<file path="src/rtl/puf_pkg.sv">
// puf_pkg: shared types and elaboration helpers for the PUF response collector.
//   state_e      - collector FSM states (IDLE..DONE)
//   cnt_w()      - width of a counter that must hold 0..max_val
//   params_ok()  - legality of VOTES / SETTLE_CYCLES / RESP_BITS
package puf_pkg;

    typedef enum logic [2:0] {
        IDLE,
        ARM,
        RACE,
        SAMPLE,
        DECIDE,
        DONE
    } state_e;

    function automatic int cnt_w(input int max_val);
        return (max_val < 2) ? 1 : $clog2(max_val + 1);
    endfunction

    // VOTES must be odd so the majority is never tied; SETTLE_CYCLES must
    // cover the 2-flop synchroniser latency plus one cycle of margin.
    function automatic bit params_ok(input int votes, input int settle, input int resp_bits);
        return (votes >= 1) && (votes <= 15) && ((votes % 2) == 1) &&
               (settle >= 3) && (resp_bits >= 1) && (resp_bits <= 32);
    endfunction

endpackage

</file>
<file path="src/rtl/puf_response_collector_if.sv">
// puf_response_collector_if: host-side request/response bundle.
//   start, challenge_seed  - run request and base challenge (host -> collector)
//   busy                   - collector not idle
//   resp_valid, resp_ready - response handshake
//   response               - assembled response word
//   unstable               - per-bit non-unanimous flag (PUF_UNSTABLE_FLAG_EN only)
// Modports: master = host, slave = collector.
interface puf_response_collector_if #(
    parameter int RESP_BITS = 8,
    parameter int CHAL_W    = 8
);
    logic                 start;
    logic [CHAL_W-1:0]    challenge_seed;
    logic                 busy;
    logic                 resp_valid;
    logic                 resp_ready;
    logic [RESP_BITS-1:0] response;
`ifdef PUF_UNSTABLE_FLAG_EN
    logic [RESP_BITS-1:0] unstable;

    modport master (output start, challenge_seed, resp_ready,
                    input  busy, resp_valid, response, unstable);
    modport slave  (input  start, challenge_seed, resp_ready,
                    output busy, resp_valid, response, unstable);
`else
    modport master (output start, challenge_seed, resp_ready,
                    input  busy, resp_valid, response);
    modport slave  (input  start, challenge_seed, resp_ready,
                    output busy, resp_valid, response);
`endif
endinterface

</file>
<file path="src/rtl/puf_sync2.sv">
// puf_sync2: 2-flop synchroniser, async active-high reset to 0.
//   clk, rst - clock / reset
//   d        - asynchronous input
//   q        - synchronised output (2 cycles latency)
module puf_sync2 (
    input  logic clk,
    input  logic rst,
    input  logic d,
    output logic q
);
    logic [1:0] sync_q;
    logic [1:0] sync_d;

    always_comb sync_d = {sync_q[0], d};

    always_ff @(posedge clk or posedge rst) begin
        if (rst) sync_q <= '0;
        else     sync_q <= sync_d;
    end

    assign q = sync_q[1];
endmodule

</file>
<file path="src/rtl/puf_response_collector.sv">
// puf_response_collector: drives a race_arbiter, repeats each race VOTES
// times, majority-votes the synchronised arbiter output per bit and
// assembles RESP_BITS bits into a response handed over valid/ready.
//   clk, rst      - clock, async active-high reset
//   host          - request/response bundle (slave modport)
//   arb_enable    - race enable to the arbiter
//   arb_challenge - seed + bit index, wraps modulo 2^CHAL_W
//   arb_out       - arbiter result, asynchronous to clk
// Optional: PUF_UNSTABLE_FLAG_EN adds host.unstable (non-unanimous vote flags).
//
// state  | meaning
// IDLE   | waiting for start; response held from previous run
// ARM    | enable low SETTLE_CYCLES cycles, race path reset
// RACE   | enable high SETTLE_CYCLES cycles, race resolves and syncs
// SAMPLE | enable high, count one vote
// DECIDE | majority into response[bit_idx], next bit or finish
// DONE   | resp_valid high until accepted
module puf_response_collector
    import puf_pkg::*;
#(
    parameter int RESP_BITS     = 8,
    parameter int VOTES         = 5,
    parameter int SETTLE_CYCLES = 4,
    parameter int CHAL_W        = 8
) (
    input  logic                  clk,
    input  logic                  rst,
    puf_response_collector_if.slave host,
    output logic                  arb_enable,
    output logic [CHAL_W-1:0]     arb_challenge,
    input  logic                  arb_out
);
    localparam int VOTE_W   = cnt_w(VOTES);
    localparam int BIT_W    = cnt_w(RESP_BITS - 1);
    localparam int SETTLE_W = cnt_w(SETTLE_CYCLES - 1);

    localparam logic [VOTE_W-1:0]   VOTES_V     = VOTE_W'(VOTES);
    localparam logic [VOTE_W-1:0]   HALF_V      = VOTE_W'(VOTES / 2);
    localparam logic [BIT_W-1:0]    LAST_BIT    = BIT_W'(RESP_BITS - 1);
    localparam logic [SETTLE_W-1:0] SETTLE_LOAD = SETTLE_W'(SETTLE_CYCLES - 1);

    if (!params_ok(VOTES, SETTLE_CYCLES, RESP_BITS)) begin : g_param_err
        $error("puf_response_collector: illegal VOTES/SETTLE_CYCLES/RESP_BITS");
    end

    state_e                state_q, state_d;
    logic [SETTLE_W-1:0]   settle_q, settle_d;
    logic [VOTE_W-1:0]     vote_q, vote_d;
    logic [VOTE_W-1:0]     ones_q, ones_d;
    logic [VOTE_W-1:0]     vote_next;
    logic [BIT_W-1:0]      bit_idx_q, bit_idx_d;
    logic [CHAL_W-1:0]     seed_q, seed_d;
    logic [RESP_BITS-1:0]  response_q, response_d;
    logic                  arb_sync;
`ifdef PUF_UNSTABLE_FLAG_EN
    logic [RESP_BITS-1:0]  unstable_q, unstable_d;
`endif

    puf_sync2 u_sync (
        .clk (clk),
        .rst (rst),
        .d   (arb_out),
        .q   (arb_sync)
    );

    always_comb begin
        state_d    = state_q;
        settle_d   = settle_q;
        vote_d     = vote_q;
        ones_d     = ones_q;
        bit_idx_d  = bit_idx_q;
        seed_d     = seed_q;
        response_d = response_q;
        vote_next  = vote_q + 1'b1;
`ifdef PUF_UNSTABLE_FLAG_EN
        unstable_d = unstable_q;
`endif
        case (state_q)
            IDLE: begin
                if (host.start) begin
                    seed_d     = host.challenge_seed;
                    bit_idx_d  = '0;
                    response_d = '0;
`ifdef PUF_UNSTABLE_FLAG_EN
                    unstable_d = '0;
`endif
                    settle_d   = SETTLE_LOAD;
                    state_d    = ARM;
                end
            end
            ARM: begin
                if (settle_q == '0) begin
                    settle_d = SETTLE_LOAD;
                    state_d  = RACE;
                end else begin
                    settle_d = settle_q - 1'b1;
                end
            end
            RACE: begin
                if (settle_q == '0) state_d  = SAMPLE;
                else                settle_d = settle_q - 1'b1;
            end
            SAMPLE: begin
                vote_d = vote_next;
                if (arb_sync) ones_d = ones_q + 1'b1;
                if (vote_next < VOTES_V) begin
                    settle_d = SETTLE_LOAD;
                    state_d  = ARM;
                end else begin
                    state_d  = DECIDE;
                end
            end
            DECIDE: begin
                response_d[bit_idx_q] = (ones_q > HALF_V);
`ifdef PUF_UNSTABLE_FLAG_EN
                unstable_d[bit_idx_q] = (ones_q != '0) && (ones_q != VOTES_V);
`endif
                vote_d = '0;
                ones_d = '0;
                if (bit_idx_q == LAST_BIT) begin
                    state_d = DONE;
                end else begin
                    bit_idx_d = bit_idx_q + 1'b1;
                    settle_d  = SETTLE_LOAD;
                    state_d   = ARM;
                end
            end
            DONE: begin
                if (host.resp_ready) state_d = IDLE;
            end
            default: state_d = IDLE;
        endcase
    end

    always_ff @(posedge clk or posedge rst) begin
        if (rst) begin
            state_q    <= IDLE;
            settle_q   <= '0;
            vote_q     <= '0;
            ones_q     <= '0;
            bit_idx_q  <= '0;
            seed_q     <= '0;
            response_q <= '0;
`ifdef PUF_UNSTABLE_FLAG_EN
            unstable_q <= '0;
`endif
        end else begin
            state_q    <= state_d;
            settle_q   <= settle_d;
            vote_q     <= vote_d;
            ones_q     <= ones_d;
            bit_idx_q  <= bit_idx_d;
            seed_q     <= seed_d;
            response_q <= response_d;
`ifdef PUF_UNSTABLE_FLAG_EN
            unstable_q <= unstable_d;
`endif
        end
    end

    assign arb_enable      = (state_q == RACE) || (state_q == SAMPLE);
    assign arb_challenge   = seed_q + CHAL_W'(bit_idx_q);
    assign host.busy       = (state_q != IDLE);
    assign host.resp_valid = (state_q == DONE);
    assign host.response   = response_q;
`ifdef PUF_UNSTABLE_FLAG_EN
    assign host.unstable   = unstable_q;
`endif
endmodule

</file>
<file path="src/flat_wrapper.sv">
// flat-port wrapper written by rule: the top's interface ports become plain ports
module puf_response_collector_flat import puf_pkg::*;
#(
    parameter int RESP_BITS     = 8,
    parameter int VOTES         = 5,
    parameter int SETTLE_CYCLES = 4,
    parameter int CHAL_W        = 8
)
  (clk, rst, arb_enable, arb_challenge, arb_out, host_start, host_challenge_seed, host_resp_ready, host_busy, host_resp_valid, host_response);
  puf_response_collector_if #(.RESP_BITS(RESP_BITS), .CHAL_W(CHAL_W)) host_i ();
  input  logic clk;
  input  logic rst;
  output logic arb_enable;
  output logic [CHAL_W-1:0] arb_challenge;
  input  logic arb_out;
  input wire logic [$bits(host_i.start)-1:0] host_start;
  input wire logic [$bits(host_i.challenge_seed)-1:0] host_challenge_seed;
  input wire logic [$bits(host_i.resp_ready)-1:0] host_resp_ready;
  output wire logic [$bits(host_i.busy)-1:0] host_busy;
  output wire logic [$bits(host_i.resp_valid)-1:0] host_resp_valid;
  output wire logic [$bits(host_i.response)-1:0] host_response;
  assign host_i.start = host_start;
  assign host_i.challenge_seed = host_challenge_seed;
  assign host_i.resp_ready = host_resp_ready;
  assign host_busy = host_i.busy;
  assign host_resp_valid = host_i.resp_valid;
  assign host_response = host_i.response;
  puf_response_collector #(.RESP_BITS(RESP_BITS), .VOTES(VOTES), .SETTLE_CYCLES(SETTLE_CYCLES), .CHAL_W(CHAL_W)) u_core (.clk(clk), .rst(rst), .host(host_i), .arb_enable(arb_enable), .arb_challenge(arb_challenge), .arb_out(arb_out));
endmodule
</file>
<file path="config.mk">
export PLATFORM = sky130hd
export DESIGN_NAME = puf_response_collector_flat
export DESIGN_NICKNAME = d
export VERILOG_FILES = /design/src/rtl/puf_pkg.sv /design/src/rtl/puf_response_collector_if.sv /design/src/rtl/puf_sync2.sv /design/src/rtl/puf_response_collector.sv /design/src/flat_wrapper.sv
export SDC_FILE = /design/constraint.sdc
export NUM_CORES = 1
export LEC_CHECK = 0
export BUFFER_PORTS_ARGS = -buffer_cell sky130_fd_sc_hd__buf_4
export CAP_MARGIN = 20
export CORE_UTILIZATION = 51
export CTS_CLUSTER_DIAMETER = 150
export DETAILED_ROUTE_END_ITERATION = 16
export PLACE_DENSITY_LB_ADDON = 0.15
export SKIP_CTS_REPAIR_TIMING = 1
export SLEW_MARGIN = 15
export SYNTH_ARGS = -nofsm -noshare
export SYNTH_HDL_FRONTEND = slang
export SYNTH_SLANG_ARGS = --single-unit
</file>
<file path="constraint.sdc">
create_clock -name clk -period 2.5 [get_ports clk]
set_input_delay 0.25 -clock clk [delete_from_list [all_inputs] [get_ports clk]]
set_output_delay 0.25 -clock clk [all_outputs]
set_load 0.005 [all_outputs]
</file>
==> flow_summary.html, run 1 <==
<table>
<tr><th>Metric</th><th>Value</th></tr>
<tr><th colspan="2">Run status</th></tr>
<tr><td>Run status</td><td>finished with violations</td></tr>
<tr><td>Violations in the final reports</td><td>negative hold slack</td></tr>
<tr><th colspan="2">Route</th></tr>
<tr><td>Drt total wl</td><td>between 3000 and 4000 um</td></tr>
<tr><td>DR pass1 iterations</td><td>4</td></tr>
<tr><td>Number of vias after detailed routing</td><td>~1400</td></tr>
<tr><td>Routed Antenna Nets</td><td>0</td></tr>
<tr><td>Vias per Instance</td><td>5.50</td></tr>
<tr><td>DRC violation total after the first TritonRoute iteration</td><td>55</td></tr>
<tr><td>Remaining routing DRC violations</td><td>0</td></tr>
<tr><td>Routed WL per cell</td><td>14.0 um</td></tr>
<tr><th colspan="2">Global route</th></tr>
<tr><td>Vias in the first global route</td><td>1307</td></tr>
<tr><td>Overall Global Routing Usage</td><td>21.8%</td></tr>
<tr><td>Remaining global-route overflow</td><td>0</td></tr>
<tr><td>Pin count of the biggest net entering global routing</td><td>33</td></tr>
<tr><td>Number of antenna violations at the first check in global routing</td><td>0</td></tr>
<tr><td>Wire length of the first global-routing pass</td><td>around 5800 um</td></tr>
<tr><th colspan="2">Clock network</th></tr>
<tr><td>Clock latency on the worst-skew pair</td><td>0.33 ns</td></tr>
<tr><td>Post-CTS clock slew at the launch and capture registers of the worst setup and hold paths</td><td>~0.10 ns</td></tr>
<tr><td>Number of buffers on the longest clock path</td><td>2</td></tr>
<tr><td>CTS H-tree lvls</td><td>2</td></tr>
<tr><td>Clock Root Buffer</td><td>sky130_fd_sc_hd__clkbuf_4</td></tr>
<tr><td>TritonCTS Sinks</td><td>32</td></tr>
<tr><td>CTS buffer count</td><td>5</td></tr>
<tr><td>CTS tree</td><td>yes</td></tr>
<tr><th colspan="2">Place</th></tr>
<tr><td>HPWL Detailed</td><td>around 2500 um</td></tr>
<tr><td>Area of placed instances</td><td>~0.0020 sq mm</td></tr>
<tr><td>Gp weighted congestion</td><td>about 0.77</td></tr>
<tr><td>Count of input and output buffers</td><td>31</td></tr>
<tr><td>Post-Place Setup Slack</td><td>a little over 0.4 ns</td></tr>
<tr><td>Placed cell count</td><td>between 200 and 300</td></tr>
<tr><th colspan="2">Power</th></tr>
<tr><td>Standby leakage power</td><td>roughly 1.1 nW</td></tr>
<tr><td>Peak VDD IR</td><td>between 500 and 600 uV</td></tr>
<tr><td>PD cells</td><td>1050 mW/mm^2</td></tr>
<tr><td>Final Total Pwr</td><td>2.25 mW</td></tr>
<tr><th colspan="2">Timing</th></tr>
<tr><td>RSZ-0062 raised after global routing</td><td>false</td></tr>
<tr><td>Max_slew headroom</td><td>55.7%</td></tr>
<tr><td>Worst Tran Pin Value</td><td>0.665 ns</td></tr>
<tr><td>Worst clock skew</td><td>0.00567 ns</td></tr>
<tr><td>Setup violators final</td><td>0</td></tr>
<tr><td>Number of pins exceeding their max-slew limit in the final report</td><td>0</td></tr>
<tr><td>Worst Slack Setup Final</td><td>about 0.19 ns</td></tr>
<tr><td>Hold Fails Final Rpt</td><td>25</td></tr>
<tr><td>TNS Setup</td><td>0 ns</td></tr>
<tr><td>Time the final worst path needs with I/O delays and setup</td><td>around 2.3 ns</td></tr>
<tr><td>Final hold slack</td><td>-0.0107 ns</td></tr>
<tr><td>Final clock period utilization by the worst path</td><td>between 90% and 100%</td></tr>
<tr><td>Fmax</td><td>0.433 GHz</td></tr>
<tr><th colspan="2">Cells and area</th></tr>
<tr><td>Final cell utilization of the core</td><td>64.2%</td></tr>
<tr><td>Final standard cell count with taps included and fillers excluded</td><td>260</td></tr>
<tr><td>Ratio of cells with drive above 1 in the final layout</td><td>about 25%</td></tr>
<tr><td>Number of nets in the final layout</td><td>approximately 240</td></tr>
<tr><td>FF/Latch Area</td><td>around 800 sq um</td></tr>
<tr><td>Count of inserted antenna diode cells</td><td>0</td></tr>
<tr><td>Post-Layout Inst Area</td><td>0.00214 sq mm</td></tr>
<tr><td>Relative area change from synthesis to final layout</td><td>20.1%</td></tr>
<tr><td>Area of combinational cells with multiple inputs</td><td>~900 sq um</td></tr>
<tr><td>Filler cell count in the final layout</td><td>between 200 and 300</td></tr>
<tr><th colspan="2">Synth</th></tr>
<tr><td>Proportion of synthesized flip-flops having asynchronous set or reset</td><td>between 90% and 100%</td></tr>
<tr><td>Number of synthesized flops with an enable pin</td><td>0</td></tr>
<tr><td>Post-Syn Nets</td><td>roughly 200</td></tr>
<tr><td>Cell types with the largest area share after synthesis</td><td>sky130_fd_sc_hd__dfrtp_1 (45%), sky130_fd_sc_hd__ha_1 (6.3%), sky130_fd_sc_hd__mux2_2 (5.7%)</td></tr>
<tr><td>Top_reg_cell synth</td><td>sky130_fd_sc_hd__dfrtp_1</td></tr>
<tr><td>Number of different library cells in the post-synthesis netlist</td><td>40</td></tr>
<tr><td>Fraction of synthesized cell area taken by the top area cell type</td><td>44.9%</td></tr>
<tr><td>Cell types with the highest counts after synthesis</td><td>sky130_fd_sc_hd__dfrtp_1 (32), sky130_fd_sc_hd__nand2_1 (25), sky130_fd_sc_hd__a21oi_1 (12)</td></tr>
<tr><td>Flip-flop and latch count after synthesis</td><td>32</td></tr>
<tr><td>Cell Area, Synth</td><td>around 0.0018 sq mm</td></tr>
<tr><td>Cell accounting for the most synthesized area</td><td>sky130_fd_sc_hd__dfrtp_1</td></tr>
<tr><td>Cell with the most instances after synthesis</td><td>sky130_fd_sc_hd__dfrtp_1</td></tr>
<tr><td>Share of the yosys chip area belonging to registers</td><td>44.9%</td></tr>
<tr><td>Synthesis warning total</td><td>0</td></tr>
<tr><td>Post-Syn Instances</td><td>~180</td></tr>
<tr><td>Average footprint of a synthesized cell</td><td>10.0 sq um</td></tr>
<tr><th colspan="2">Setup path</th></tr>
<tr><td>Worst path bufs/invs</td><td>2</td></tr>
<tr><td>Worst stage delay on the critical path</td><td>~0.42 ns</td></tr>
<tr><td>Kind of launch point of the worst setup path</td><td>flop</td></tr>
<tr><td>Reg2reg path depth</td><td>2</td></tr>
<tr><td>Dominant delay contributor by cell family on the critical path</td><td>adder cells</td></tr>
<tr><td>Maximum fanout count along the critical path</td><td>5</td></tr>
<tr><td>Worst path arrival time</td><td>2.06 ns</td></tr>
<tr><td>Worst path depth</td><td>8</td></tr>
<tr><td>Setup slack, reg-to-reg</td><td>around 0.76 ns</td></tr>
<tr><td>Critical path, cell by cell</td><td>ha_1, inv_1, fa_1, nor2b_1, o21ai_1, nor2_1, xor2_1, buf_4</td></tr>
<tr><td>Data required time of the critical path</td><td>roughly 2.3 ns</td></tr>
<tr><td>Setup Crit Path Kind</td><td>flop to output port</td></tr>
<tr><td>Critical path's slowest cell</td><td>sky130_fd_sc_hd__dfrtp_2</td></tr>
<tr><td>Kind of end point of the critical path</td><td>output port</td></tr>
<tr><th colspan="2">Die</th></tr>
<tr><td>Horizontal die dimension</td><td>between 60 and 70 um</td></tr>
<tr><td>Rows</td><td>21</td></tr>
<tr><td>Area of the core</td><td>approximately 0.0033 sq mm</td></tr>
<tr><td>Starting Density</td><td>between 50 and 60%</td></tr>
<tr><td>Number of top-level pins</td><td>32</td></tr>
<tr><td>Floorplan die height</td><td>between 60 and 70 um</td></tr>
<tr><td>DIE AREA</td><td>around 0.0037 sq mm</td></tr>
<tr><th colspan="2">Run</th></tr>
<tr><td>Number of max-capacitance violations reported</td><td>0</td></tr>
<tr><th colspan="2">Hold path</th></tr>
<tr><td>Hold/Removal Path Class</td><td>primary input to async pin</td></tr>
</table>
[metal layers]
layer | up-vias | part of all wire (%) | track usage, %
met4 | 0 | 1.7 | 8.77
met5 | - | 0 | 0
met1 | 688 | 45 | 25.8
met3 | 7 | 3.7 | 5.67
li1 | 702 | - | -
met2 | 33 | 50 | 37.6
[worst min-delay path, delay by kind of cell]
| kind | cells | cell delay, ns |
|---|---|---|
| buffers and inverters | 3 | 0.50 |
[state kept, by name, indices dropped and copies added, names as in the netlist]
register,cells
u_core.u_sync.sync_q,2
u_core.seed_q,8
u_core.settle_q,2
u_core.ones_q,3
u_core.host.response,8
u_core.state_q,3
u_core.bit_idx_q,3
u_core.vote_q,3
[area by class of cell]
type / instances / share of cell area (%)
tap: 46 / 2.69
sequential: 32 / 37.5
clock inverter: 2 / 1.63
inverter: 11 / 1.93
timing repair buffer: 34 / 12.0
multi-input combinational: 129 / 42.3
clock buffer: 6 / 1.93
[power by group]
group          internal, mW  total, mW  leakage, nW  switching [mW]
Combinational         0.502      0.976        0.608           0.474
Sequential            0.685      0.889        0.401           0.205
Clock                 0.210      0.387       0.0422           0.178
Total                  1.40       2.25         1.05           0.857
[cell usage in the layout, fill, tap and decap left out, types with 3 or more instances in the layout]
master | netlist | layout
sky130_fd_sc_hd__buf_4 | 0 | 33
sky130_fd_sc_hd__dfrtp_1 | 32 | 30
sky130_fd_sc_hd__nand2_1 | 25 | 25
sky130_fd_sc_hd__a21oi_1 | 12 | 12
sky130_fd_sc_hd__inv_1 | 11 | 11
sky130_fd_sc_hd__nor2_1 | 10 | 10
sky130_fd_sc_hd__mux2_2 | 9 | 9
sky130_fd_sc_hd__ha_1 | 9 | 9
sky130_fd_sc_hd__mux2i_1 | 8 | 8
sky130_fd_sc_hd__o21ai_0 | 8 | 6
sky130_fd_sc_hd__a22o_1 | 5 | 5
sky130_fd_sc_hd__clkbuf_4 | 0 | 5
sky130_fd_sc_hd__nor2b_1 | 4 | 4
sky130_fd_sc_hd__xnor2_1 | 4 | 4
sky130_fd_sc_hd__a21boi_0 | 3 | 3
sky130_fd_sc_hd__a311oi_1 | 3 | 3
[cell families (layout without fill, tap and decap cells)]
group                      count (synthesis)  in the layout  share of synthesized area (%)
buffers and inverters                     17             53                           4.28
AOI/OAI and AO/OA                         41             41                           15.1
and+or+nand+nor                           55             55                           15.1
DFF                                       32             32                           44.9
muxes                                     17             17                           10.2
adders and majority gates                 10             10                           7.43
xor gates and xnor gates                   6              6                           2.95
[path summary, 6_finish.rpt]
| path | start | endpoint |
|---|---|---|
| max | u_core.bit_idx_q[0] | arb_challenge[6] |
| min | rst | u_core.host.response[4] |
| max reg2reg | u_core.state_q[2] | u_core.seed_q[0] |
| min reg2reg | u_core.u_sync.sync_q[0] | u_core.u_sync.sync_q[1] |
| max in group asynchronous | rst | u_core.bit_idx_q[0] |
| min in group clk | host_challenge_seed[4] | u_core.seed_q[4] |
Power figures use the tool's default switching activity.
==> run 2: changes to the inputs <==
--- a/config.mk
+++ b/config.mk
@@ -5,7 +5,8 @@
 export SDC_FILE = /design/constraint.sdc
 export NUM_CORES = 1
 export LEC_CHECK = 0
-export BUFFER_PORTS_ARGS = -buffer_cell sky130_fd_sc_hd__buf_4
+export ABC_CLOCK_PERIOD_IN_PS = 2500
+export BUFFER_PORTS_ARGS = -buffer_cell sky130_fd_sc_hd__buf_2
 export CAP_MARGIN = 20
 export CORE_UTILIZATION = 51
 export CTS_CLUSTER_DIAMETER = 150
==> flow_summary.html, run 2 (same netlist as run 1, synthesis figures left out) <==
<table>
<tr><th>Metric</th><th>Value</th></tr>
<tr><th colspan="2">Clock network</th></tr>
<tr><td>Number of buffers on the longest clock path</td><td>2 (unchanged)</td></tr>
<tr><td>Post-CTS clock slew at the launch and capture registers of the worst setup and hold paths</td><td>0.10 ns (about the same)</td></tr>
<tr><td>Clock latency on the worst-skew pair</td><td>0.33 ns (about the same)</td></tr>
<tr><td>CTS buffer count</td><td>5 (unchanged)</td></tr>
<tr><td>Clock Root Buffer</td><td>sky130_fd_sc_hd__clkbuf_4 (unchanged)</td></tr>
<tr><td>TritonCTS Sinks</td><td>32 (unchanged)</td></tr>
<tr><td>CTS tree</td><td>yes (unchanged)</td></tr>
<tr><td>CTS H-tree lvls</td><td>2 (unchanged)</td></tr>
<tr><th colspan="2">Global route</th></tr>
<tr><td>Wire length of the first global-routing pass</td><td>5580 um (was 5790 um)</td></tr>
<tr><td>Pin count of the biggest net entering global routing</td><td>33 (unchanged)</td></tr>
<tr><td>Remaining global-route overflow</td><td>0 (unchanged)</td></tr>
<tr><td>Number of antenna violations at the first check in global routing</td><td>0 (unchanged)</td></tr>
<tr><td>Overall Global Routing Usage</td><td>20.6% (was 21.8%)</td></tr>
<tr><td>Vias in the first global route</td><td>1309 (was 1307)</td></tr>
<tr><th colspan="2">Cells and area</th></tr>
<tr><td>Most frequent standard cell in the layout excluding fill and tap cells</td><td>sky130_fd_sc_hd__buf_2 (was sky130_fd_sc_hd__buf_4)</td></tr>
<tr><td>Post-Layout Inst Area</td><td>0.00207 sq mm (was 0.00214 sq mm)</td></tr>
<tr><td>Final standard cell count with taps included and fillers excluded</td><td>259 (was 260)</td></tr>
<tr><td>Count of inserted antenna diode cells</td><td>0 (unchanged)</td></tr>
<tr><td>Final cell utilization of the core</td><td>62.2% (was 64.2%)</td></tr>
<tr><td>Relative area change from synthesis to final layout</td><td>16.3% (was 20.1%)</td></tr>
<tr><td>Filler cell count in the final layout</td><td>297 (was 287)</td></tr>
<tr><td>Number of nets in the final layout</td><td>235 (was 236)</td></tr>
<tr><td>Most used cells in the layout excluding fill and tap cells</td><td>sky130_fd_sc_hd__buf_2 (31), sky130_fd_sc_hd__dfrtp_1 (30), sky130_fd_sc_hd__nand2_1 (25) (was sky130_fd_sc_hd__buf_4 (33), sky130_fd_sc_hd__dfrtp_1 (30), sky130_fd_sc_hd__nand2_1 (25))</td></tr>
<tr><td>Ratio of cells with drive above 1 in the final layout</td><td>25.8% (was 25.2%)</td></tr>
<tr><th colspan="2">Die</th></tr>
<tr><td>Starting Density</td><td>53.5% (unchanged)</td></tr>
<tr><td>Rows</td><td>21 (unchanged)</td></tr>
<tr><td>Floorplan die height</td><td>61.1 um (unchanged)</td></tr>
<tr><td>Number of top-level pins</td><td>32 (unchanged)</td></tr>
<tr><td>DIE AREA</td><td>0.00374 sq mm (unchanged)</td></tr>
<tr><td>Area of the core</td><td>0.00334 sq mm (unchanged)</td></tr>
<tr><td>Horizontal die dimension</td><td>61.1 um (unchanged)</td></tr>
<tr><th colspan="2">Timing</th></tr>
<tr><td>Max_slew headroom</td><td>55.1% (was 55.7%)</td></tr>
<tr><td>Hold Fails Final Rpt</td><td>32 (was 25)</td></tr>
<tr><td>Worst Slack Setup Final</td><td>0.192 ns (about the same)</td></tr>
<tr><td>Setup violators final</td><td>0 (unchanged)</td></tr>
<tr><td>Final clock period utilization by the worst path</td><td>92.3% (about the same)</td></tr>
<tr><td>Time the final worst path needs with I/O delays and setup</td><td>2.31 ns (about the same)</td></tr>
<tr><td>Fmax</td><td>0.433 GHz (about the same)</td></tr>
<tr><td>Number of pins exceeding their max-slew limit in the final report</td><td>0 (unchanged)</td></tr>
<tr><td>Worst clock skew</td><td>0.00803 ns (was 0.00567 ns)</td></tr>
<tr><td>Final hold slack</td><td>-0.0221 ns (was -0.0107 ns)</td></tr>
<tr><td>Worst Tran Pin Value</td><td>0.674 ns (was 0.665 ns)</td></tr>
<tr><td>RSZ-0062 raised after global routing</td><td>false (unchanged)</td></tr>
<tr><td>TNS Setup</td><td>0 ns (unchanged)</td></tr>
<tr><th colspan="2">Setup path</th></tr>
<tr><td>Data required time of the critical path</td><td>2.25 ns (about the same)</td></tr>
<tr><td>Maximum fanout count along the critical path</td><td>4 (was 5)</td></tr>
<tr><td>Critical path, cell by cell</td><td>ha_1, inv_1, fa_1, nor2b_1, o21ai_0, nor2_1, xor2_1, buf_2 (was ha_1, inv_1, fa_1, nor2b_1, o21ai_1, nor2_1, xor2_1, buf_4)</td></tr>
<tr><td>Setup Crit Path Kind</td><td>flop to output port (unchanged)</td></tr>
<tr><td>Kind of launch point of the worst setup path</td><td>flop (unchanged)</td></tr>
<tr><td>Critical path's slowest cell</td><td>sky130_fd_sc_hd__dfrtp_2 (unchanged)</td></tr>
<tr><td>Kind of end point of the critical path</td><td>output port (unchanged)</td></tr>
<tr><td>Worst path arrival time</td><td>2.06 ns (about the same)</td></tr>
<tr><td>Worst stage delay on the critical path</td><td>0.40 ns (was 0.42 ns)</td></tr>
<tr><th colspan="2">Power</th></tr>
<tr><td>Peak VDD IR</td><td>588 uV (was 523 uV)</td></tr>
<tr><td>Standby leakage power</td><td>1.04 nW (was 1.05 nW)</td></tr>
<tr><td>PD cells</td><td>1080 mW/mm^2 (was 1050 mW/mm^2)</td></tr>
<tr><td>Final Total Pwr</td><td>2.23 mW (was 2.25 mW)</td></tr>
<tr><th colspan="2">Route</th></tr>
<tr><td>DR pass1 iterations</td><td>4 (unchanged)</td></tr>
<tr><td>Vias per Instance</td><td>5.41 (was 5.50)</td></tr>
<tr><td>Number of vias after detailed routing</td><td>1402 (was 1430)</td></tr>
<tr><td>Routed WL per cell</td><td>13.5 um (was 14.0 um)</td></tr>
<tr><td>DRC violation total after the first TritonRoute iteration</td><td>48 (was 55)</td></tr>
<tr><td>Routed Antenna Nets</td><td>0 (unchanged)</td></tr>
<tr><td>Drt total wl</td><td>3510 um (was 3630 um)</td></tr>
<tr><td>Remaining routing DRC violations</td><td>0 (unchanged)</td></tr>
<tr><th colspan="2">Hold path</th></tr>
<tr><td>Hold/Removal Path Class</td><td>primary input to async pin (unchanged)</td></tr>
<tr><th colspan="2">Place</th></tr>
<tr><td>Area of placed instances</td><td>0.00197 sq mm (was 0.00205 sq mm)</td></tr>
<tr><td>Count of input and output buffers</td><td>31 (unchanged)</td></tr>
<tr><td>Post-Place Setup Slack</td><td>0.421 ns (was 0.414 ns)</td></tr>
<tr><td>HPWL Detailed</td><td>2570 um (was 2540 um)</td></tr>
<tr><td>Gp weighted congestion</td><td>0.759 (was 0.769)</td></tr>
<tr><td>Placed cell count</td><td>250 (unchanged)</td></tr>
<tr><th colspan="2">Run status</th></tr>
<tr><td>Run status</td><td>finished with violations (unchanged)</td></tr>
<tr><td>Violations in the final reports</td><td>negative hold slack (unchanged)</td></tr>
<tr><th colspan="2">Run</th></tr>
<tr><td>Number of max-capacitance violations reported</td><td>0 (unchanged)</td></tr>
</table>
run 2: changes by cell type in the layout (fill, tap and decap cells not counted), sizes merged:
cell and delta:
clkbuf +1, dlygate4sd3 -1, clkinv -1
run 2: worst max-delay path: cells and delay by family (launching register included):
kind            cells  cell delay, ns
flops               1            0.40
fa+ha+maj           2            0.57
simple gates        2            0.28
compound gates      1            0.13
buf+inv             2            0.18
xor+xnor            1            0.16
run 2: final timing paths:
path	startpoint	end	slack, ns	depth (start not counted)
setup / recovery	u_core.bit_idx_q[0]	arb_challenge[6]	0.19	8
hold / removal	rst	u_core.ones_q[0]	-0.02	3
setup reg to reg	u_core.state_q[2]	u_core.seed_q[4]	0.73	2
hold reg to reg	u_core.u_sync.sync_q[0]	u_core.u_sync.sync_q[1]	0.36	0
max in group asynchronous	rst	u_core.bit_idx_q[1]	2.21	3
min in group clk	arb_out	u_core.u_sync.sync_q[0]	0.01	1
run 2: final cells by class:
class / count / area, sq um / area share [%]
tap: 46 / 57.6 / 2.77
timing repair buffer: 33 / 170 / 8.20
sequential: 32 / 803 / 38.7
multi-input combinational: 129 / 907 / 43.7
inverter: 11 / 41.3 / 1.99
clock inverter: 1 / 30.0 / 1.45
clock buffer: 7 / 65.1 / 3.14
run 2: power by group:
group          total [mW]  switching [mW]  leakage, nW  internal, mW
clock network       0.441           0.176       0.0515         0.265
registers           0.891           0.207        0.401         0.684
logic               0.902           0.463        0.587         0.439
total                2.23           0.846         1.04          1.39
run 2: routing by layer:
metal / global-route usage, % / wire length (um) / up-vias
met3: 3.78 / 121 / 12
met5: 0 / 0 / -
met2: 37.1 / 1710 / 33
li1: - / - / 697
met4: 10.7 / 85 / 0
met1: 23.1 / 1600 / 660
==> run 3: changes to the inputs <==
--- a/config.mk
+++ b/config.mk
@@ -5,15 +5,17 @@
 export SDC_FILE = /design/constraint.sdc
 export NUM_CORES = 1
 export LEC_CHECK = 0
+export ABC_AREA = 1
 export ABC_CLOCK_PERIOD_IN_PS = 2500
-export BUFFER_PORTS_ARGS = -buffer_cell sky130_fd_sc_hd__buf_2
 export CAP_MARGIN = 20
 export CORE_UTILIZATION = 51
 export CTS_CLUSTER_DIAMETER = 150
 export DETAILED_ROUTE_END_ITERATION = 16
+export DONT_BUFFER_PORTS = 1
 export PLACE_DENSITY_LB_ADDON = 0.15
 export SKIP_CTS_REPAIR_TIMING = 1
 export SLEW_MARGIN = 15
 export SYNTH_ARGS = -nofsm -noshare
 export SYNTH_HDL_FRONTEND = slang
+export SYNTH_HIERARCHICAL = 1
 export SYNTH_SLANG_ARGS = --single-unit
==> flow_summary.html, run 3 <==
<table>
<tr><th>Metric</th><th>Value</th></tr>
<tr><th colspan="2">Setup path</th></tr>
<tr><td>Setup slack, reg-to-reg</td><td>0.91 ns (was 0.73 ns)</td></tr>
<tr><td>Reg2reg path depth</td><td>8 (was 2)</td></tr>
<tr><td>Worst path arrival time</td><td>1.99 ns (was 2.06 ns)</td></tr>
<tr><td>Worst stage delay on the critical path</td><td>0.48 ns (was 0.40 ns)</td></tr>
<tr><td>Launch instance of the worst register-to-register path</td><td>u_core/state_q[0] (was u_core.state_q[2])</td></tr>
<tr><td>Kind of end point of the critical path</td><td>output port (unchanged)</td></tr>
<tr><td>End of the worst register-to-register path</td><td>u_core/host.response[3] (was u_core.seed_q[4])</td></tr>
<tr><td>Kind of launch point of the worst setup path</td><td>flop (unchanged)</td></tr>
<tr><td>Maximum fanout count along the critical path</td><td>7 (was 4)</td></tr>
<tr><td>Critical path, cell by cell</td><td>inv_1, fa_1, o21ai_1, nand3_1, xor2_1 (was ha_1, inv_1, fa_1, nor2b_1, o21ai_0, nor2_1, xor2_1, buf_2)</td></tr>
<tr><td>Critical path's slowest cell</td><td>sky130_fd_sc_hd__dfrtp_1 (was sky130_fd_sc_hd__dfrtp_2)</td></tr>
<tr><td>Data required time of the critical path</td><td>2.25 ns (about the same)</td></tr>
<tr><td>Setup Crit Path Kind</td><td>flop to output port (unchanged)</td></tr>
<tr><th colspan="2">Cells and area</th></tr>
<tr><td>Final standard cell count with taps included and fillers excluded</td><td>267 (was 259)</td></tr>
<tr><td>Most used cells in the layout excluding fill and tap cells</td><td>sky130_fd_sc_hd__nand2_1 (54), sky130_fd_sc_hd__dfrtp_1 (31), sky130_fd_sc_hd__inv_1 (29) (was sky130_fd_sc_hd__buf_2 (31), sky130_fd_sc_hd__dfrtp_1 (30), sky130_fd_sc_hd__nand2_1 (25))</td></tr>
<tr><td>Number of nets in the final layout</td><td>245 (was 235)</td></tr>
<tr><td>Filler cell count in the final layout</td><td>293 (was 297)</td></tr>
<tr><td>Most frequent standard cell in the layout excluding fill and tap cells</td><td>sky130_fd_sc_hd__nand2_1 (was sky130_fd_sc_hd__buf_2)</td></tr>
<tr><td>Ratio of cells with drive above 1 in the final layout</td><td>9.87% (was 25.8%)</td></tr>
<tr><td>Relative area change from synthesis to final layout</td><td>7.53% (was 16.3%)</td></tr>
<tr><td>Count of inserted antenna diode cells</td><td>0 (unchanged)</td></tr>
<tr><td>Post-Layout Inst Area</td><td>0.00189 sq mm (was 0.00207 sq mm)</td></tr>
<tr><th colspan="2">Synth</th></tr>
<tr><td>Cell types with the largest area share after synthesis</td><td>sky130_fd_sc_hd__dfrtp_1 (45%), sky130_fd_sc_hd__nand2_1 (12%), sky130_fd_sc_hd__ha_1 (6.4%) (was sky130_fd_sc_hd__dfrtp_1 (45%), sky130_fd_sc_hd__ha_1 (6.3%), sky130_fd_sc_hd__mux2_2 (5.7%))</td></tr>
<tr><td>Post-Syn Nets</td><td>238 (was 201)</td></tr>
<tr><td>Cell Area, Synth</td><td>0.00176 sq mm (was 0.00178 sq mm)</td></tr>
<tr><td>Cell with the most instances after synthesis</td><td>sky130_fd_sc_hd__nand2_1 (was sky130_fd_sc_hd__dfrtp_1)</td></tr>
<tr><td>Share of the yosys chip area belonging to registers</td><td>45.5% (was 44.9%)</td></tr>
<tr><td>Number of synthesized flops with an enable pin</td><td>0 (unchanged)</td></tr>
<tr><td>Cell types with the highest counts after synthesis</td><td>sky130_fd_sc_hd__nand2_1 (54), sky130_fd_sc_hd__dfrtp_1 (32), sky130_fd_sc_hd__inv_1 (29) (was sky130_fd_sc_hd__dfrtp_1 (32), sky130_fd_sc_hd__nand2_1 (25), sky130_fd_sc_hd__a21oi_1 (12))</td></tr>
<tr><td>Proportion of synthesized flip-flops having asynchronous set or reset</td><td>100% (unchanged)</td></tr>
<tr><td>Top_reg_cell synth</td><td>sky130_fd_sc_hd__dfrtp_1 (unchanged)</td></tr>
<tr><td>Post-Syn Instances</td><td>215 (was 178)</td></tr>
<tr><td>Average footprint of a synthesized cell</td><td>8.19 sq um (was 10.0 sq um)</td></tr>
<tr><td>Number of different library cells in the post-synthesis netlist</td><td>25 (was 40)</td></tr>
<tr><td>Cell accounting for the most synthesized area</td><td>sky130_fd_sc_hd__dfrtp_1 (unchanged)</td></tr>
<tr><td>Synthesis warning total</td><td>6 (was 0)</td></tr>
<tr><td>Fraction of synthesized cell area taken by the top area cell type</td><td>45.5% (was 44.9%)</td></tr>
<tr><td>Flip-flop and latch count after synthesis</td><td>32 (unchanged)</td></tr>
<tr><th colspan="2">Power</th></tr>
<tr><td>PD cells</td><td>1040 mW/mm^2 (was 1080 mW/mm^2)</td></tr>
<tr><td>Peak VDD IR</td><td>601 uV (was 588 uV)</td></tr>
<tr><td>Standby leakage power</td><td>0.985 nW (was 1.04 nW)</td></tr>
<tr><td>Final Total Pwr</td><td>1.96 mW (was 2.23 mW)</td></tr>
<tr><th colspan="2">Route</th></tr>
<tr><td>Top Layer Used</td><td>met4 (unchanged)</td></tr>
<tr><td>Routed WL per cell</td><td>12.4 um (was 13.5 um)</td></tr>
<tr><td>DR WL met3</td><td>199 um (was 121 um)</td></tr>
<tr><td>Routed length on met1</td><td>1510 um (was 1600 um)</td></tr>
<tr><td>Met2 layer wire length in the routed design</td><td>1590 um (was 1710 um)</td></tr>
<tr><td>DRC violation total after the first TritonRoute iteration</td><td>80 (was 48)</td></tr>
<tr><td>Number of vias after detailed routing</td><td>1385 (was 1402)</td></tr>
<tr><td>Drt total wl</td><td>3320 um (was 3510 um)</td></tr>
<tr><td>DR pass1 iterations</td><td>4 (unchanged)</td></tr>
<tr><td>Remaining routing DRC violations</td><td>0 (unchanged)</td></tr>
<tr><td>Vias per Instance</td><td>5.19 (was 5.41)</td></tr>
<tr><td>Routed Antenna Nets</td><td>0 (unchanged)</td></tr>
<tr><th colspan="2">Global route</th></tr>
<tr><td>Pin count of the biggest net entering global routing</td><td>31 (was 33)</td></tr>
<tr><td>Vias in the first global route</td><td>1321 (was 1309)</td></tr>
<tr><td>Wire length of the first global-routing pass</td><td>5730 um (was 5580 um)</td></tr>
<tr><td>Remaining global-route overflow</td><td>0 (unchanged)</td></tr>
<tr><td>Overall Global Routing Usage</td><td>21.6% (was 20.6%)</td></tr>
<tr><td>Number of antenna violations at the first check in global routing</td><td>0 (unchanged)</td></tr>
<tr><th colspan="2">Clock network</th></tr>
<tr><td>Clock latency on the worst-skew pair</td><td>0.33 ns (about the same)</td></tr>
<tr><td>Number of buffers on the longest clock path</td><td>2 (unchanged)</td></tr>
<tr><td>Post-CTS clock slew at the launch and capture registers of the worst setup and hold paths</td><td>0.10 ns (about the same)</td></tr>
<tr><td>CTS buffer count</td><td>5 (unchanged)</td></tr>
<tr><td>TritonCTS Sinks</td><td>32 (unchanged)</td></tr>
<tr><td>CTS tree</td><td>yes (unchanged)</td></tr>
<tr><td>Clock Root Buffer</td><td>sky130_fd_sc_hd__clkbuf_4 (unchanged)</td></tr>
<tr><td>CTS H-tree lvls</td><td>2 (unchanged)</td></tr>
<tr><th colspan="2">Timing</th></tr>
<tr><td>Final hold slack</td><td>0.0416 ns (was -0.0221 ns)</td></tr>
<tr><td>Time the final worst path needs with I/O delays and setup</td><td>2.24 ns (was 2.31 ns)</td></tr>
<tr><td>Hold Fails Final Rpt</td><td>0 (was 32)</td></tr>
<tr><td>Number of pins exceeding their max-slew limit in the final report</td><td>0 (unchanged)</td></tr>
<tr><td>RSZ-0062 raised after global routing</td><td>false (unchanged)</td></tr>
<tr><td>Max_slew headroom</td><td>64.6% (was 55.1%)</td></tr>
<tr><td>Fmax</td><td>0.446 GHz (was 0.433 GHz)</td></tr>
<tr><td>TNS Setup</td><td>0 ns (unchanged)</td></tr>
<tr><td>Setup violators final</td><td>0 (unchanged)</td></tr>
<tr><td>Final clock period utilization by the worst path</td><td>89.7% (was 92.3%)</td></tr>
<tr><td>Worst clock skew</td><td>0.00651 ns (was 0.00803 ns)</td></tr>
<tr><td>Worst Tran Pin Value</td><td>0.528 ns (was 0.674 ns)</td></tr>
<tr><th colspan="2">Hold path</th></tr>
<tr><td>Hold/Removal Path Class</td><td>primary input to flop (was primary input to async pin)</td></tr>
<tr><td>WHS Path Cells</td><td>2</td></tr>
<tr><td>Hold_sp</td><td>host_challenge_seed[2]</td></tr>
<tr><td>Hold worst-path end</td><td>u_core/seed_q[2]</td></tr>
<tr><th colspan="2">Place</th></tr>
<tr><td>Area of placed instances</td><td>0.00180 sq mm (was 0.00197 sq mm)</td></tr>
<tr><td>Count of input and output buffers</td><td>0 (was 31)</td></tr>
<tr><td>HPWL Detailed</td><td>2440 um (was 2570 um)</td></tr>
<tr><td>Gp weighted congestion</td><td>0.798 (was 0.759)</td></tr>
<tr><td>Placed cell count</td><td>257 (was 250)</td></tr>
<tr><th colspan="2">Die</th></tr>
<tr><td>Number of top-level pins</td><td>32 (unchanged)</td></tr>
<tr><td>Starting Density</td><td>55.8% (was 53.5%)</td></tr>
<tr><td>DIE AREA</td><td>0.00369 sq mm (was 0.00374 sq mm)</td></tr>
<tr><td>Floorplan die height</td><td>60.8 um (was 61.1 um)</td></tr>
<tr><td>Horizontal die dimension</td><td>60.8 um (was 61.1 um)</td></tr>
<tr><td>Rows</td><td>20 (was 21)</td></tr>
<tr><td>Area of the core</td><td>0.00315 sq mm (was 0.00334 sq mm)</td></tr>
<tr><th colspan="2">Run status</th></tr>
<tr><td>Run status</td><td>finished clean (was finished with violations)</td></tr>
<tr><th colspan="2">Run</th></tr>
<tr><td>Number of max-capacitance violations reported</td><td>0 (unchanged)</td></tr>
</table>
==> run 3: cell count changes after synthesis, moves of 7 or more <==
cell / before / now
sky130_fd_sc_hd__mux2_2: 9 / 0
sky130_fd_sc_hd__nand4_1: 1 / 8
sky130_fd_sc_hd__nand3_1: 2 / 16
sky130_fd_sc_hd__nand2_1: 25 / 54
sky130_fd_sc_hd__inv_1: 11 / 29
sky130_fd_sc_hd__o21ai_1: 0 / 12
sky130_fd_sc_hd__mux2i_1: 8 / 0
==> run 3: cells by family after synthesis <==
family | count (synthesis) | synth area share (%)
XOR/XNOR | 5 | 2.49
adder cells (fa/ha/maj) | 10 | 7.53
AO/OA/AOI/OAI | 34 | 10.1
buffers and inverters | 36 | 8.60
AND/OR/NAND/NOR | 98 | 25.8
flip-flops | 32 | 45.5
==> run 3: worst max-delay path by stage <==
stage	start	to
CTS	u_core/bit_idx_q[0]	arb_challenge[6]
global route	u_core/bit_idx_q[1]	arb_challenge[6]
detailed placement	u_core/bit_idx_q[0]	arb_challenge[6]
floorplan	u_core/bit_idx_q[0]	arb_challenge[6]
global placement	u_core/bit_idx_q[0]	arb_challenge[6]
finish	u_core/bit_idx_q[1]	arb_challenge[6]
==> run 3: metal layers <==
metal | GRT usage [%] | vias up
met5 | 0 | -
met4 | 5.84 | 0
met3 | 8.96 | 2
met2 | 33.8 | 37
met1 | 27.9 | 633
li1 | - | 713
==> run 3: where the power goes <==
group,internal (mW),switching (mW)
registers,0.671,0.141
logic,0.260,0.499
clock network,0.210,0.178
==> run 3: area by class of cell <==
cell class | instances | area [sq um] | area share [%]
multi-input cells | 147 | 808 | 42.7
flip-flops and latches | 32 | 802 | 42.4
inverters | 33 | 124 | 6.54
well taps | 44 | 55.1 | 2.91
clock buffers | 6 | 41.3 | 2.18
clock inverters | 2 | 35.0 | 1.85
repair buffers | 3 | 27.5 | 1.45
==> run 3: critical path: cells and delay by family, from the launching register on <==
family / cells / cell delay (ns)
DFF: 1 / 0.48
and+or+nand+nor: 1 / 0.12
buffers and inverters: 1 / 0.17
adders and majority gates: 1 / 0.48
xor gates and xnor gates: 1 / 0.19
AOI/OAI and AO/OA: 1 / 0.23
==> run 3: stage by stage <==
step	worst slack [ns]	utilization [%]
finish	0.257	60.0
global route	0.0910	60.0
CTS	0.0725	59.4
detailed placement	0.468	56.9
global placement	0.519	56.9
floorplan	0.657	-
